[config.mk]
export PLATFORM = sky130hd
export DESIGN_NAME = rx_iq_byte_packer
export DESIGN_NICKNAME = d
export VERILOG_FILES = /design/src/rtl/rx_iq_byte_packer.sv
export SDC_FILE = /design/constraint.sdc
export NUM_CORES = 1
export LEC_CHECK = 0
export CELL_PAD_IN_SITES_DETAIL_PLACEMENT = 0
export CELL_PAD_IN_SITES_GLOBAL_PLACEMENT = 1
export CORE_ASPECT_RATIO = 0.75
export CORE_UTILIZATION = 55
export DETAILED_ROUTE_END_ITERATION = 10
export PLACE_DENSITY = 0.78
export SYNTH_ARGS = -nofsm -noshare
export SYNTH_HDL_FRONTEND = slang
export SYNTH_SLANG_ARGS = --single-unit
[constraint.sdc]
create_clock -name clock -period 15.6 [get_ports clock]
set_input_delay 3.12 -clock clock [delete_from_list [all_inputs] [get_ports clock]]
set_output_delay 3.12 -clock clock [all_outputs]
set_load 0.01 [all_outputs]
[src/rtl/rx_iq_byte_packer.sv]
// Buffers strobed I/Q sample pairs in a small FIFO and serializes each pair into
// six bytes (I MSB first) on a valid/ready byte stream; counts dropped pairs.
module rx_iq_byte_packer #(
   parameter int unsigned IQ_WIDTH   = 24,
   parameter int unsigned DEPTH_LOG2 = 4
) (
   input  logic                  clock,
   input  logic                  reset_n,
   input  logic                  in_strobe,
   input  logic [IQ_WIDTH-1:0]   in_I,
   input  logic [IQ_WIDTH-1:0]   in_Q,
   output logic [7:0]            out_data,
   output logic                  out_valid,
   input  logic                  out_ready,
   output logic                  out_first,
   output logic [DEPTH_LOG2:0]   fifo_count,
   output logic [15:0]           overflow_count,
   input  logic                  clear_overflow
);

   localparam int unsigned PAIR_W = 2 * IQ_WIDTH;
   localparam int unsigned NBYTES = PAIR_W / 8;
   localparam int unsigned DEPTH  = 2 ** DEPTH_LOG2;
   localparam logic [DEPTH_LOG2:0] CNT_FULL = (DEPTH_LOG2 + 1)'(DEPTH);
   localparam logic [DEPTH_LOG2:0] CNT_ONE  = (DEPTH_LOG2 + 1)'(1);
   localparam logic [2:0]          IDX_LAST = 3'(NBYTES - 1);

   typedef enum logic [0:0] {StIdle, StSend} state_e;

   logic [PAIR_W-1:0]     r_mem [DEPTH];
   logic [DEPTH_LOG2-1:0] r_wr_ptr;
   logic [DEPTH_LOG2-1:0] r_rd_ptr;
   logic [DEPTH_LOG2:0]   r_count;
   logic [15:0]           r_ovf;
   state_e                r_state;
   logic [PAIR_W-1:0]     r_shift;
   logic [2:0]            r_idx;
   logic                  r_first;

   state_e w_state_nxt;
   logic   w_full;
   logic   w_nonempty;
   logic   w_wr;
   logic   w_drop;
   logic   w_pop;
   logic   w_accept;

   // Full is judged on the registered count, so a same-cycle pop cannot rescue a strobe.
   assign w_full     = (r_count == CNT_FULL);
   assign w_nonempty = (r_count != '0);
   assign w_wr       = in_strobe && !w_full;
   assign w_drop     = in_strobe && w_full;
   assign w_accept   = (r_state == StSend) && out_ready;

   always_comb begin
      w_state_nxt = r_state;
      w_pop       = 1'b0;
      unique case (r_state)
         StIdle: begin
            if (w_nonempty) begin
               w_pop       = 1'b1;
               w_state_nxt = StSend;
            end
         end
         StSend: begin
            if (out_ready && (r_idx == IDX_LAST)) begin
               if (w_nonempty) begin
                  w_pop = 1'b1;
               end else begin
                  w_state_nxt = StIdle;
               end
            end
         end
         default: w_state_nxt = StIdle;
      endcase
   end

   always_ff @(posedge clock) begin
      if (w_wr) begin
         r_mem[r_wr_ptr] <= {in_I, in_Q};
      end
   end

   always_ff @(posedge clock or negedge reset_n) begin
      if (!reset_n) begin
         r_wr_ptr <= '0;
         r_rd_ptr <= '0;
         r_count  <= '0;
         r_ovf    <= '0;
      end else begin
         if (w_wr) begin
            r_wr_ptr <= r_wr_ptr + 1'b1;
         end
         if (w_pop) begin
            r_rd_ptr <= r_rd_ptr + 1'b1;
         end
         if (w_wr && !w_pop) begin
            r_count <= r_count + CNT_ONE;
         end else if (w_pop && !w_wr) begin
            r_count <= r_count - CNT_ONE;
         end
         if (clear_overflow) begin
            r_ovf <= '0;
         end else if (w_drop && (r_ovf != 16'hFFFF)) begin
            r_ovf <= r_ovf + 16'd1;
         end
      end
   end

   always_ff @(posedge clock or negedge reset_n) begin
      if (!reset_n) begin
         r_state <= StIdle;
         r_shift <= '0;
         r_idx   <= '0;
         r_first <= 1'b0;
      end else begin
         r_state <= w_state_nxt;
         // A reload on the last accepted byte takes priority over the shift: no bubble.
         if (w_pop) begin
            r_shift <= r_mem[r_rd_ptr];
            r_idx   <= '0;
            r_first <= 1'b1;
         end else if (w_accept) begin
            r_shift <= r_shift << 8;
            r_idx   <= r_idx + 3'd1;
            r_first <= 1'b0;
         end
      end
   end

   assign out_valid      = (r_state == StSend);
   assign out_data       = out_valid ? r_shift[PAIR_W-1 -: 8] : 8'h00;
   assign out_first      = out_valid && r_first;
   assign fifo_count     = r_count;
   assign overflow_count = r_ovf;

endmodule

Word-level counts from Yosys, hierarchy flattened. Memory sizes are Yosys's and may differ from the RTL's. Cells that the tools add are included.

Word-level logic and storage cells: 52. Memory bits (writable): 768. Memories: 1. Output and inout port bits: 31. Bits of input ports: 53. Register bits: 82.

Memory list: r_mem (words 16, width 48, read ports 1, clocked after memory_dff 0, wr ports 1, line 30) `logic [PAIR_W-1:0] r_mem [DEPTH];`.

Add/sub/neg operators: 6. Muxes and demuxes: 18. Equal/unequal tests: 3. Bitwise operators: 1. Reduce and logical (&&, ||, !) cells: 15.

Operator list (count): 48-bit two-way mux (2); 16-bit two-way mux (2); 16-bit by 1-bit adder with 16-bit output, second input constant (1); 16-bit != test, second input constant (1); 5-bit two-way mux (2); 4-bit by 1-bit adder with 4-bit output, second input constant (2); 1-bit logical AND (8); 8-bit two-way mux (1); 1-bit two-way mux (7); 3-bit two-way mux (2); 2-bit nonzero test (3); 5-bit by 1-bit adder with 5-bit output, second input constant (1); 5-bit equality test, second input constant (1); 5-bit nonzero test (1); 5-bit by 1-bit subtractor with 5-bit output, second input constant (1); 1-bit case mux with 2 select lines (2); 3-bit by 1-bit adder with 3-bit output, second input constant (1); 3-bit equality test, second input constant (1); 1-bit logical NOT (3); 1-bit inverter (1).

Depth between registers and ports, before layout. Gate-level depths: netlist of the first run.

Word-level depth: 7. Gate-level depth with buffers: 14. Mapped depth without buffers: 13.

Worst setup path after synthesis of the first run. No wires, ideal clock.

Kind: input-to-reg. From: input port in_strobe. To: memory r_mem[3][0] (netlist name), enable pin. Buffers on the path: 0. Stages on the path: 3. Setup time: 0.513 ns. Required time: 15.087 ns. Path slack: 8.005 ns. Data arrival time: 7.082 ns. Cells stage by stage: a21boi_1 -> nand2_1 -> nor3_1.

Word-level cells in the longest chain between the ends: 3.

Ends and longest elaborated chain: start: declaration (line 9) `input logic in_strobe,`; 1-bit logical AND (line 51) `assign w_wr = in_strobe && !w_full;`; 1-bit two-way mux (line 79) `if (w_wr) begin`; 1-bit two-way mux (not written as such) (line 80) `r_mem[r_wr_ptr] <= {in_I, in_Q};`; end: declaration (line 30).

Every way passes these cells.

Final worst setup path of the first run.
From: input port out_ready. To: register r_shift[26].

Word-level cells in the longest chain between the ends: 4. Elaborated cells between the ends (all ways): 6. Classes of those cells: mux: 3; reduce/logical: 3.

Ends and longest elaborated chain: start: declaration (line 14) `input logic out_ready,`; 1-bit logical AND (line 66) `if (out_ready && (r_idx == IDX_LAST)) begin`; 1-bit two-way mux (line 66); 1-bit case mux with 2 select lines (line 58) `unique case (r_state)`; 48-bit two-way mux / 2-bit nonzero test (equally long branches); end signal: assignment (line 120) `r_shift <= r_mem[r_rd_ptr];`; end signal: assignment (line 124) `r_shift <= r_shift << 8;`; end: declaration (line 36) `logic [PAIR_W-1:0] r_shift;`.

Parallel ways exist; a longest one is shown, timed or not. A chain may end at the register's enable or synchronous reset.

==> impl_metrics.env, run 1 <==
export IMPL_outcome="finished clean"
export IMPL_vdd_drop_max_v=0.000102
export IMPL_track_usage_pct=24.5
export IMPL_place_hpwl_um=42100
export IMPL_post_dp_cell_area_sq_um=34700
export IMPL_min_period_ns=5.35
export IMPL_first_pass_iters=5
export IMPL_ys_seq_area_share_pct=76.3
export IMPL_synth_warnings=0
export IMPL_wl_per_cell_um=28.5
export IMPL_worst_pin_slew_ns=1.11
export IMPL_grt_pass1_wl_um=107000
export IMPL_placement_io_buffers=83
export IMPL_drv_cap=0
export IMPL_critPathRequiredTime_ns=16.14
export IMPL_finalWorstSetupSlack_ns=10.25
export IMPL_drv_slew=0
export IMPL_crit_path_end_kind="flop"
export IMPL_setup_worst_path_start_class="input pin"
export IMPL_clock_path_buffers=3
export IMPL_rows=77
export IMPL_cts_root_buf="clkbuf_16"
export IMPL_initial_core_util_pct=55.7
export IMPL_syn_num_nets=1652
export IMPL_synthAdderAreaFrac_pct=0.517
export IMPL_globalplace_congestion=0.820
export IMPL_via_per_inst=6.30
export IMPL_synth_flop_cell="edfxtp_1"
export IMPL_core_area_sq_um=59100
export IMPL_ctsHoldBuffers=0
export IMPL_postLayoutCellArea_sq_um=37200
export IMPL_rsz0062_at_grt="false"
export IMPL_place_ws_ns=9.61
export IMPL_nets=1757
export IMPL_cp_data_arrival_time_ns=5.90
export IMPL_grt_max_degree=115
export IMPL_place_inst=2401
export IMPL_fin_tns_setup_ns=0
export IMPL_regToRegSetupSlack_ns=12.31
export IMPL_syn_avg_cell_area_sq_um=20.8
export IMPL_min_period_over_period_pct=34.3
export IMPL_io_pins=84
export IMPL_synth_top_family_by_area="multiplexers"
export IMPL_synth_seq_cells=850
export IMPL_worstPathMaxFanout=51
export IMPL_timing_fmax_ghz=0.187
export IMPL_postRouteAntennaNets=0
export IMPL_clock_skew_ns=0.0188
export IMPL_die_area_sq_um=60900
export IMPL_antenna_found_initial=2
export IMPL_setup_viol=0
export IMPL_final_layout_size_suffix_gt1_share_pct=25.2
export IMPL_numCtsBuffers=78
export IMPL_die_x_um=285
export IMPL_area_growth_pct=13.1
export IMPL_clkTransAtPathRegs_ns=0.06
export IMPL_numClockSinks=850
export IMPL_overflow=0
export IMPL_synthesis_area_sq_um=32900
export IMPL_p_leak_nw=11.8
export IMPL_slew_headroom_pct=26.3
export IMPL_n_antenna_cell=0
export IMPL_ys_types=45
export IMPL_cts_resized_gates=0
export IMPL_synthMuxAreaShare_pct=16.0
export IMPL_grt_pass1_vias=15700
export IMPL_synth_edf_count=768
export IMPL_hold_ws_ns=0.476
export IMPL_dr_total_vias=16000
export IMPL_criticalPathCategory="in -> reg"
export IMPL_async_flop_share_pct=9.65
export IMPL_synth_xor_area_share_pct=0.612
export IMPL_dr_first_iter_drc_count=1812
export IMPL_clkLatencyLatePin_ns=0.63
export IMPL_synth_compound_area_share_pct=3.11
export IMPL_route_detailed_drc=0
export IMPL_postSynthCellCount=1586
export IMPL_htree_levels=3
export IMPL_cts_tree="done"
export IMPL_powerDensity_nw_per_um2=156
export IMPL_instances_no_fill=2542
export IMPL_routed_wirelength_um=72500
export IMPL_yosys_area_share_simple_pct=2.22
export IMPL_holdCritPathClass="reg -> reg"
export IMPL_die_h_um=214
export IMPL_post_cts_buffers=0
export IMPL_hold_violations=0
[layer usage]
layer	GRT usage, %	up-vias	part of all wire (%)
met2	36.2	570	46
met1	38.4	8624	45
met3	4.38	93	7.3
li1	-	6738	-
met4	5.60	0	1.6
met5	0	-	0
[report_power, final]
group          total (mW)  switching (mW)  leakage, nW  internal [mW]
registers            2.89           0.142         7.93           2.75
clock network        1.86           0.818         1.20           1.04
logic                1.05           0.593         2.67          0.459
[final timing paths]
check	from	end	cells past startpoint
hold / removal	r_first	r_first	2
setup / recovery	out_ready	r_shift[26]	8
max in group asynchronous	reset_n	r_rd_ptr[2]	2
setup reg to reg	r_rd_ptr[3]	r_shift[4]	4
min in group asynchronous	reset_n	overflow_count[14]	1
hold reg to reg	r_first	r_first	2
[cell usage after synthesis, drive strengths merged (3+ instances only)]
cell    count  share of area, %
a211oi      3             0.068
a21oi      87               1.3
a22oi      41              0.95
and2       10              0.19
buf        35              0.53
clkbuf     51              0.59
dfrtp      82               6.2
edfxtp    768                70
ha         12              0.46
inv         9              0.10
mux2       84               2.9
mux4      192                13
nand2      38              0.43
nand2b      6              0.11
nand3       8              0.12
nand4       4             0.076
nor2       68              0.78
nor3        6             0.091
nor4        6              0.16
o21ai      12              0.18
o22ai      13              0.25
o31ai       8              0.20
or3         5             0.095
xnor2      21              0.56
[worst max-delay path: stages]
cell             delay [ns]
clkdlybuf4s50_1        0.49
nand3_1                0.13
a22oi_2                0.44
inv_2                  0.08
buf_4                  0.31
nor2_4                 0.83
a22oi_1                0.24
a21oi_1                0.20
[kinds of logic (layout without fill, tap and decap cells)]
family,after synthesis,in the layout
mux,277,277
xor+xnor,23,23
compound gates,170,170
fa+ha+maj,13,13
simple gates,158,158
buf+inv,95,261
flops,850,850
[final cells by class]
cell class | instances | area [sq um]
Sequential cell | 850 | 25100
Fill cell | 3940 | 21800
Multi-Input combinational cell | 641 | 7550
Clock buffer | 107 | 2160
Timing Repair Buffer | 111 | 1050
Tap cell | 790 | 988
Clock inverter | 34 | 327
Inverter | 9 | 33.8
[per-stage QoR]
stage                     utilization (%)  power (mW)
after CTS                            63.0        5.85
after global routing                 63.1        6.01
final                                63.1        5.81
after floorplan                         -        3.58
after detailed placement             58.8        4.00
after global placement               58.8        3.99
[flip-flops by register name, summed over array words and instances, names as in the netlist]
name            flops
r_idx               3
r_mem             768
r_first             1
fifo_count          5
r_shift            48
overflow_count     16
r_rd_ptr            4
r_wr_ptr            4
out_valid           1
[layout by cell type (no fill, tap or decap), types with 10 or more instances in the layout]
cell and count:
dfrtp_1 78, clkdlybuf4s50_1 82, o22ai_1 13, nor2_4 14, nor2_1 54, mux4_2 192, ha_1 12, clkinv_1 15
nand2_1 38, edfxtp_1 768, mux2_2 84, a22oi_1 40, clkbuf_1 20, a21oi_1 87, and2_1 10, o21ai_0 12
buf_4 28, xnor2_1 21, clkbuf_16 79
(Power assumes the default switching activity.)
==> run 2: changes to the inputs <==
--- a/config.mk
+++ b/config.mk
@@ -8,9 +8,9 @@
 export CELL_PAD_IN_SITES_DETAIL_PLACEMENT = 0
 export CELL_PAD_IN_SITES_GLOBAL_PLACEMENT = 1
 export CORE_ASPECT_RATIO = 0.75
-export CORE_UTILIZATION = 55
+export CORE_UTILIZATION = 49
 export DETAILED_ROUTE_END_ITERATION = 10
-export PLACE_DENSITY = 0.78
+export PLACE_DENSITY = 0.73
 export SYNTH_ARGS = -nofsm -noshare
 export SYNTH_HDL_FRONTEND = slang
 export SYNTH_SLANG_ARGS = --single-unit
==> constraint.sdc (replaced) <==
create_clock -name clock -period 4.8 [get_ports clock]
set_input_delay 0.96 -clock clock [delete_from_list [all_inputs] [get_ports clock]]
set_output_delay 0.96 -clock clock [all_outputs]
set_load 0.01 [all_outputs]
==> impl_metrics.env, run 2 (synthesis results as in run 1) <==
export IMPL_outcome="finished with violations"
export IMPL_violations="DRC"
export IMPL_n_antenna_cell=0
export IMPL_comb_power_share_pct=17.8
export IMPL_regArea_sq_um=25100
export IMPL_powerDensity_nw_per_um2=506
export IMPL_die_area_sq_um=68200
export IMPL_final_util_pct=57.4
export IMPL_via_per_inst=5.98
export IMPL_net_switching_power_mw=5.02
export IMPL_r2r_end="r_mem[3][28]"
export IMPL_critPathRequiredTime_ns=3.84
export IMPL_route_detailed_drc=8
export IMPL_worstPathMaxFanout=15
export IMPL_worst_pin_slew_ns=1.16
export IMPL_fin_tns_setup_ns=0
export IMPL_cts_resized_gates=0
export IMPL_clkTransAtPathRegs_ns=0.06
export IMPL_crit_path_end_kind="output pin"
export IMPL_hold_violations=0
export IMPL_first_pass_iters=8
export IMPL_area_growth_pct=14.7
export IMPL_regToRegSetupSlack_ns=1.68
export IMPL_grt_pass1_wl_um=105000
export IMPL_drv_cap=0
export IMPL_htree_levels=3
export IMPL_max_stage_delay_ns=0.78
export IMPL_setup_worst_path_start_class="flop"
export IMPL_postRouteAntennaNets=0
export IMPL_nets=1765
export IMPL_r2r_cells=5
export IMPL_routed_wirelength_um=70200
export IMPL_pwr_share_clk_pct=32.6
export IMPL_io_pins=84
export IMPL_largest_reg_flops=768
export IMPL_p_seq_share_pct=49.6
export IMPL_r2r_start="fifo_count[0]"
export IMPL_largest_register="r_mem"
export IMPL_die_h_um=226
export IMPL_post_cts_buffers=0
export IMPL_place_hpwl_um=38800
export IMPL_wl_per_cell_um=26.6
export IMPL_holdCritPathClass="in -> async"
export IMPL_n_fill_cell=4759
export IMPL_p_leak_nw=12.0
export IMPL_die_x_um=301
export IMPL_rsz0062_at_grt="false"
export IMPL_ctsHoldBuffers=0
export IMPL_slowest_stage="dfrtp_1"
export IMPL_slew_headroom_pct=22.1
export IMPL_dr_first_iter_drc_count=1526
export IMPL_multi_input_area_sq_um=7570
export IMPL_clock_skew_ns=0.0169
export IMPL_rows=81
export IMPL_track_usage_pct=21.1
export IMPL_placement_io_buffers=83
export IMPL_drv_slew=0
export IMPL_vdd_drop_max_v=0.000332
export IMPL_clock_path_buffers=3
export IMPL_final_common_cell="edfxtp_1"
export IMPL_core_area_sq_um=65800
export IMPL_min_period_ns=3.34
export IMPL_grt_pass1_vias=16000
export IMPL_grt_max_degree=67
export IMPL_overflow=0
export IMPL_dr_total_vias=15700
export IMPL_min_period_over_period_pct=69.5
export IMPL_cts_root_buf="clkbuf_16"
export IMPL_timing_fmax_ghz=0.300
export IMPL_numCtsBuffers=81
export IMPL_numClockSinks=850
export IMPL_final_layout_size_suffix_gt1_share_pct=25.6
export IMPL_setup_viol=0
export IMPL_crit_chain="and2_1, clkdlybuf4s50_1"
export IMPL_initial_core_util_pct=50.1
export IMPL_antenna_found_initial=2
export IMPL_cp_data_arrival_time_ns=2.38
export IMPL_final_cell_mix="edfxtp_1 (768), mux4_2 (192), a21oi_1 (87), clkbuf_16 (87), mux2_2 (84)"
export IMPL_globalplace_congestion=0.796
export IMPL_switching_share_pct=26.3
export IMPL_p_int_mw=14.1
export IMPL_criticalPathCategory="reg -> out"
export IMPL_cts_tree="done"
export IMPL_clkLatencyLatePin_ns=0.62
## run 2: cell types whose count changed in the layout (fill, tap and decap cells not counted), moves of 4 or more
cell	previous run	this run
nor3_2	4	0
clkbuf_16	79	87
buf_12	1	23
clkbuf_8	8	2
clkinv_8	4	0
nor3_4	0	4
clkinv_2	5	12
buf_4	28	11
## run 2: worst max path at each step
stage	from	endpoint	slack (ns)
after floorplan	in_strobe	r_mem[15][0]	0.65
after global placement	in_strobe	r_mem[3][30]	0.87
after detailed placement	in_strobe	r_mem[3][32]	0.88
after CTS	out_valid	out_data[2]	1.43
after global routing	out_valid	out_data[2]	1.32
final	out_valid	out_data[2]	1.46
## run 2: power groups by stage
stage / logic, mW / registers [mW] / clock network, mW
after floorplan: 2.33 / 9.29 / 0
final: 3.40 / 9.48 / 6.24
after global placement: 3.42 / 9.61 / 0
after detailed placement: 3.43 / 9.64 / 0
after CTS: 3.45 / 9.49 / 6.36
after global routing: 3.65 / 9.56 / 6.62
## run 2: worst max-delay path, delay by kind of cell (launching register included)
family	cells	cell delay, ns
and+or+nand+nor	1	0.39
DFF	1	0.78
buffers and inverters	1	0.59
## run 2: per-layer routing
layer,wire [um],GRT usage [%]
met5,31,0
met4,1040,4.57
met3,4690,4.03
met2,31300,30.4
met1,33100,33.6
## run 2: cell type report
| type | instances | area share, % |
|---|---|---|
| clock buffers | 110 | 6.04 |
| inverters | 9 | 0.0894 |
| flip-flops and latches | 850 | 66.5 |
| multi-input cells | 641 | 20.0 |
| repair buffers | 116 | 3.61 |
| well taps | 871 | 2.88 |
| clock inverters | 37 | 0.825 |
## run 2: through the flow
stage	hold slack (ns)	worst slack, ns	cells	instance area, sq um	power, mW
final	0.279	1.46	2634	37800	19.1
after CTS	0.282	1.43	2634	37800	19.3
after global routing	0.305	1.32	2634	37800	19.8
after detailed placement	0.485	0.882	2487	35200	13.1
after floorplan	0.439	0.650	1586	32900	11.6
after global placement	0.476	0.869	2487	35200	13.0
==> edit 1, RTL diff (flow settings as in run 1) <==
Register the output `fifo_count` once more; this adds one clock of latency there. The other outputs are not delayed to match.
--- a/src/rtl/rx_iq_byte_packer.sv
+++ b/src/rtl/rx_iq_byte_packer.sv
@@ -133,3 +133,5 @@
    assign out_first      = out_valid && r_first;
-   assign fifo_count     = r_count;
+   always_ff @(posedge clock) begin
+      fifo_count <= r_count;
+   end
    assign overflow_count = r_ovf;
Check against the original RTL: not equivalent (a bounded check fails within 4 cycles, from zero or initial values and one cycle with reset_n low).
==> edit 1 against run 1 <==
- critical path depth shrank 3
- global-route usage is essentially flat
- largest cell class unchanged
- non-clock buffer count grew 6
- cell area grew 1.7%
- area after synthesis grew 1.8%
- sequential cell count grew 5
- wire length grew 2.4%
- total power grew 4.1%
- setup slack lost 0.67 ns
- highest routed layer unchanged
==> edit 1: results (changes against run 1) <==
run status completed; fraction of registers with async set/reset 9.59% (-0.056 points); top post-synthesis cells by area sky130_fd_sc_hd__edfxtp_1 (69%), sky130_fd_sc_hd__mux4_2 (8.1%), sky130_fd_sc_hd__dfrtp_1 (6.1%); sequential-to-total area share from yosys stat 75.2% (-1.1 points); post-synthesis cell type count 49 (+8.9%); global-route wire length before repair 112,000 um (+4.2%); Reg clk slew, reported paths around 0.07 ns; count of vias placed by the detailed router 17,400 (+8.7%); number of nets in the synthesized netlist 1,862 (+13%); via count of the first global-routing pass 17,700 (+13%); DRC violation total after the first TritonRoute iteration 1,805 (-0.39%); routability congestion estimate 0.774 (-5.6%); Total Routed Length 74,200 um (+2.4%); fraction of final layout cells sized beyond drive strength 1 15.6% (-9.6 points); synthesized-area fraction occupied by adder cells 0.508% (-0.0092 points); number of buffers created by CTS 81 (+3.8%); worst-case clock skew 0.0181 ns (-0.000643 ns); fraction of the mapped netlist area in compound gates 7.04% (+3.9 points); pin count of the biggest net entering global routing 140 (+22%); slowest stage cell on the critical path sky130_fd_sc_hd__nor3_2; ranking of synthesized cells by instance count sky130_fd_sc_hd__edfxtp_1 (768), sky130_fd_sc_hd__mux2i_1 (139), sky130_fd_sc_hd__mux4_2 (120); worst rel slew slack 23.5% (-2.8 points); number of antenna violations at the first check in global routing 1 (-1); multiplexer area fraction after synthesis 12.4% (-3.6 points); largest voltage drop on the vdd net 0.126 mV (+24%); Max Fanout on Critical Path 38 (-25%); P_leak 0.0118 uW (-0.42%); Total Routing Usage GR 24.5% (about the same); Yosys top cell area share 68.8% (-1.3 points); flip-flop count of the largest register, all copies and words added 768 (unchanged); post-CTS setup buffers 0 (unchanged); CP Data Arrival Time 6.27 ns (+0.37 ns); HPWL reported at the end of detailed placement 38,400 um (-9.0%)
[edit 1: cell count changes after synthesis, sizes merged, moves of 40 or more]
| cell | change |
|---|---|
| a22oi | +40 |
| nand2b | +41 |
| mux2 | -78 |
| o221ai | +40 |
| o21ai | +57 |
| a21oi | -72 |
| mux2i | +138 |
| mux4 | -72 |
| a211oi | +48 |
[edit 1: layout make-up]
class	count	area, um2	share of cell area (%)
antenna	1	2.50	0.00661
clock buffer	118	2330	6.16
multi-input combinational	813	7930	20.9
timing repair buffer	117	1090	2.89
tap	790	988	2.61
sequential	855	25200	66.6
clock inverter	34	289	0.763
inverter	8	30.0	0.0793
[edit 1: cells by family after synthesis]
group	after synthesis
DFF	855
AOI/OAI and AO/OA	342
muxes	265
and+or+nand+nor	183
buffers and inverters	128
adders and majority gates	13
xor gates and xnor gates	10
[edit 1: where the power goes]
group,switching [uW],total [uW],internal [uW],leakage (uW)
Combinational,709,1180,472,0.00248
Clock,817,1940,1120,0.00129
Sequential,144,2920,2780,0.00798
[edit 1: worst paths after layout]
| check | start | to | depth (start not counted) |
|---|---|---|---|
| setup / recovery | in_strobe | r_mem[1][15]$_DFFE_PP_ | 5 |
| hold / removal | r_idx[2]$_DFFE_PN0P_ | r_idx[2]$_DFFE_PN0P_ | 1 |
| setup reg to reg | r_count[0]$_DFFE_PN0P_ | r_count[4]$_DFFE_PN0P_ | 10 |
| hold reg to reg | r_idx[2]$_DFFE_PN0P_ | r_idx[2]$_DFFE_PN0P_ | 1 |
| max in group asynchronous | reset_n | r_rd_ptr[3]$_DFFE_PN0N_ | 2 |
| min in group asynchronous | reset_n | r_count[2]$_DFFE_PN0P_ | 1 |
[edit 1: stage by stage]
step / cells / instance area, um2 / hold slack [ns] / setup WS [ns]
detailed placement: 2583 / 35300 / 0.461 / 8.93
global route: 2735 / 37900 / 0.493 / 9.35
global placement: 2583 / 35300 / 0.454 / 9.02
finish: 2736 / 37900 / 0.475 / 9.58
CTS: 2735 / 37900 / 0.470 / 9.58
floorplan: 1796 / 33500 / 0.345 / 8.00
[edit 1: per-layer routing]
layer | vias up | wire, um | track usage [%] | share of wire, %
met3 | 105 | 5760 | 4.76 | 7.8
met2 | 666 | 34900 | 37.8 | 47
li1 | 7561 | - | - | -
met4 | 0 | 1280 | 5.66 | 1.7
met1 | 9086 | 32300 | 36.3 | 43
met5 | - | 0 | 0 | 0
==> edit 2, RTL diff (flow settings as in run 1) <==
Without the edit above. Set the parameter `IQ_WIDTH` to 36 (it was 24).
--- a/src/rtl/rx_iq_byte_packer.sv
+++ b/src/rtl/rx_iq_byte_packer.sv
@@ -3,3 +3,3 @@
 module rx_iq_byte_packer #(
-   parameter int unsigned IQ_WIDTH   = 24,
+   parameter int unsigned IQ_WIDTH   = 36,
    parameter int unsigned DEPTH_LOG2 = 4
Ports: changed (resized in_I and in_Q); port bits go from 84 to 108. The function was not compared with the original's and may differ.
==> edit 2 against run 1 <==
- setup slack got worse by 1.1 ns
- area after synthesis rose by 49%
- critical endpoint is now r_mem[12][37]$_DFFE_PP_
- global-route usage grew 0.13 points
- fmax down 17%
- wire length increased by 50%
- sequential cell count rose by 408
- die area grew 48%
- total power rose by 67%
- cell area up 48%
- non-clock buffer count is 37 higher
- hold slack gained 0.017 ns
- utilization fell by 0.46 points
==> edit 2: results (changes against run 1) <==
routed wl met3 8990 um (+70%); hold slack 0.493 ns (+0.0165 ns); ranking of synthesized cells by instance count sky130_fd_sc_hd__edfxtp_1 (1,152), sky130_fd_sc_hd__mux4_2 (272), sky130_fd_sc_hd__o22ai_1 (134); Via-to-Cell Ratio 6.50 (+3.1%); transition time of the tightest slew-check pin 1.29 ns (+0.180 ns); Cells after DPL 3,512 (+46%); P_leak 0.0173 uW (+47%); worst stage delay on the critical path 0.92 ns (+0.09 ns); endpoint of the most critical setup path r_mem[12][37]$_DFFE_PP_; top post-synthesis cells by area sky130_fd_sc_hd__edfxtp_1 (71%), sky130_fd_sc_hd__mux4_2 (13%), sky130_fd_sc_hd__dfrtp_1 (5.4%); met2 track demand over resource in global routing 38.1% (+1.9 points); Worst Setup SP in_strobe; RR Startpoint fifo_count[0]$_DFFE_PN0P_; Worst Reg2Reg Path Length in Cells 5 (+1); sequential-to-total area share from yosys stat 76.0% (-0.27 points); DRC violation total after the first TritonRoute iteration 2,520 (+39%); routed wirelength normalized by instance count 29.2 um (+2.4%); final critical-path share of the clock period 41.5% (+7.2 points); placed cell area 51,300 um2 (+48%); post-synthesis cell type count 53 (+18%); Sw Ratio 29.2% (+2.5 points); run status completed; internal reg-to-reg setup slack 11.38 ns (-0.93 ns); flip-flop count of the largest register, all copies and words added 1,152 (+50%); clock network latency to the later pin of the worst-skew pair 0.70 ns (+0.07 ns); number of antenna violations at the first check in global routing 1 (-1); routability congestion estimate 0.787 (-4.1%); fraction of final layout cells sized beyond drive strength 1 23.4% (-1.9 points); Clock Power Share 28.7% (-3.4 points); GR Util met1 35.9% (-2.4 points); net switching component of the power 2820 uW (+82%); count of vias placed by the detailed router 24,300 (+51%); Total Routing Usage GR 24.6% (+0.13 points); Post-layout nets 2,567 (+46%); worst setup timing slack at the placement stage 8.38 ns (-1.23 ns); global-route wire length before repair 163,000 um (+52%); largest voltage drop on the vdd net 0.171 mV (+69%); number of buffers added on ports 107 (+29%); met3 capacity usage during global routing 5.35% (+0.96 points); pin count of the biggest net entering global routing 113 (-1.7%); CP Data Arrival Time 6.76 ns (+0.86 ns); Syn Area/Cell 20.8 um2 (+0.10%); number of buffers created by CTS 115 (+47%)
==> edit 2: cell count changes after synthesis, sizes merged, moves of 41 or more <==
| cell | change |
|---|---|
| a22oi | -41 |
| nor2 | -43 |
| a211oi | +135 |
| edfxtp | +384 |
| and2 | +70 |
| o22ai | +121 |
| mux4 | +80 |
| a21oi | -72 |
==> edit 2: layout make-up <==
class,instances,area [um2]
flip-flops and latches,1258,37300
fillers,5860,32900
multi-input cells,939,11200
clock buffers,167,3270
well taps,1152,1440
repair buffers,148,1390
clock inverters,51,472
inverters,15,61.3
diodes,1,2.50
==> edit 2: cell families after synthesis <==
family                     Yosys count  synth area share (%)
xor gates and xnor gates            10                 0.179
buffers and inverters              161                  1.50
and+or+nand+nor                    205                  2.37
adders and majority gates           13                 0.347
muxes                              369                  14.7
AOI/OAI and AO/OA                  342                  4.91
DFF                               1258                  76.0
==> edit 2: worst max-delay path: cells and delay by family <==
kind | cells | cell delay [ns]
buf+inv | 2 | 1.34
simple gates | 2 | 1.34
compound gates | 1 | 0.83
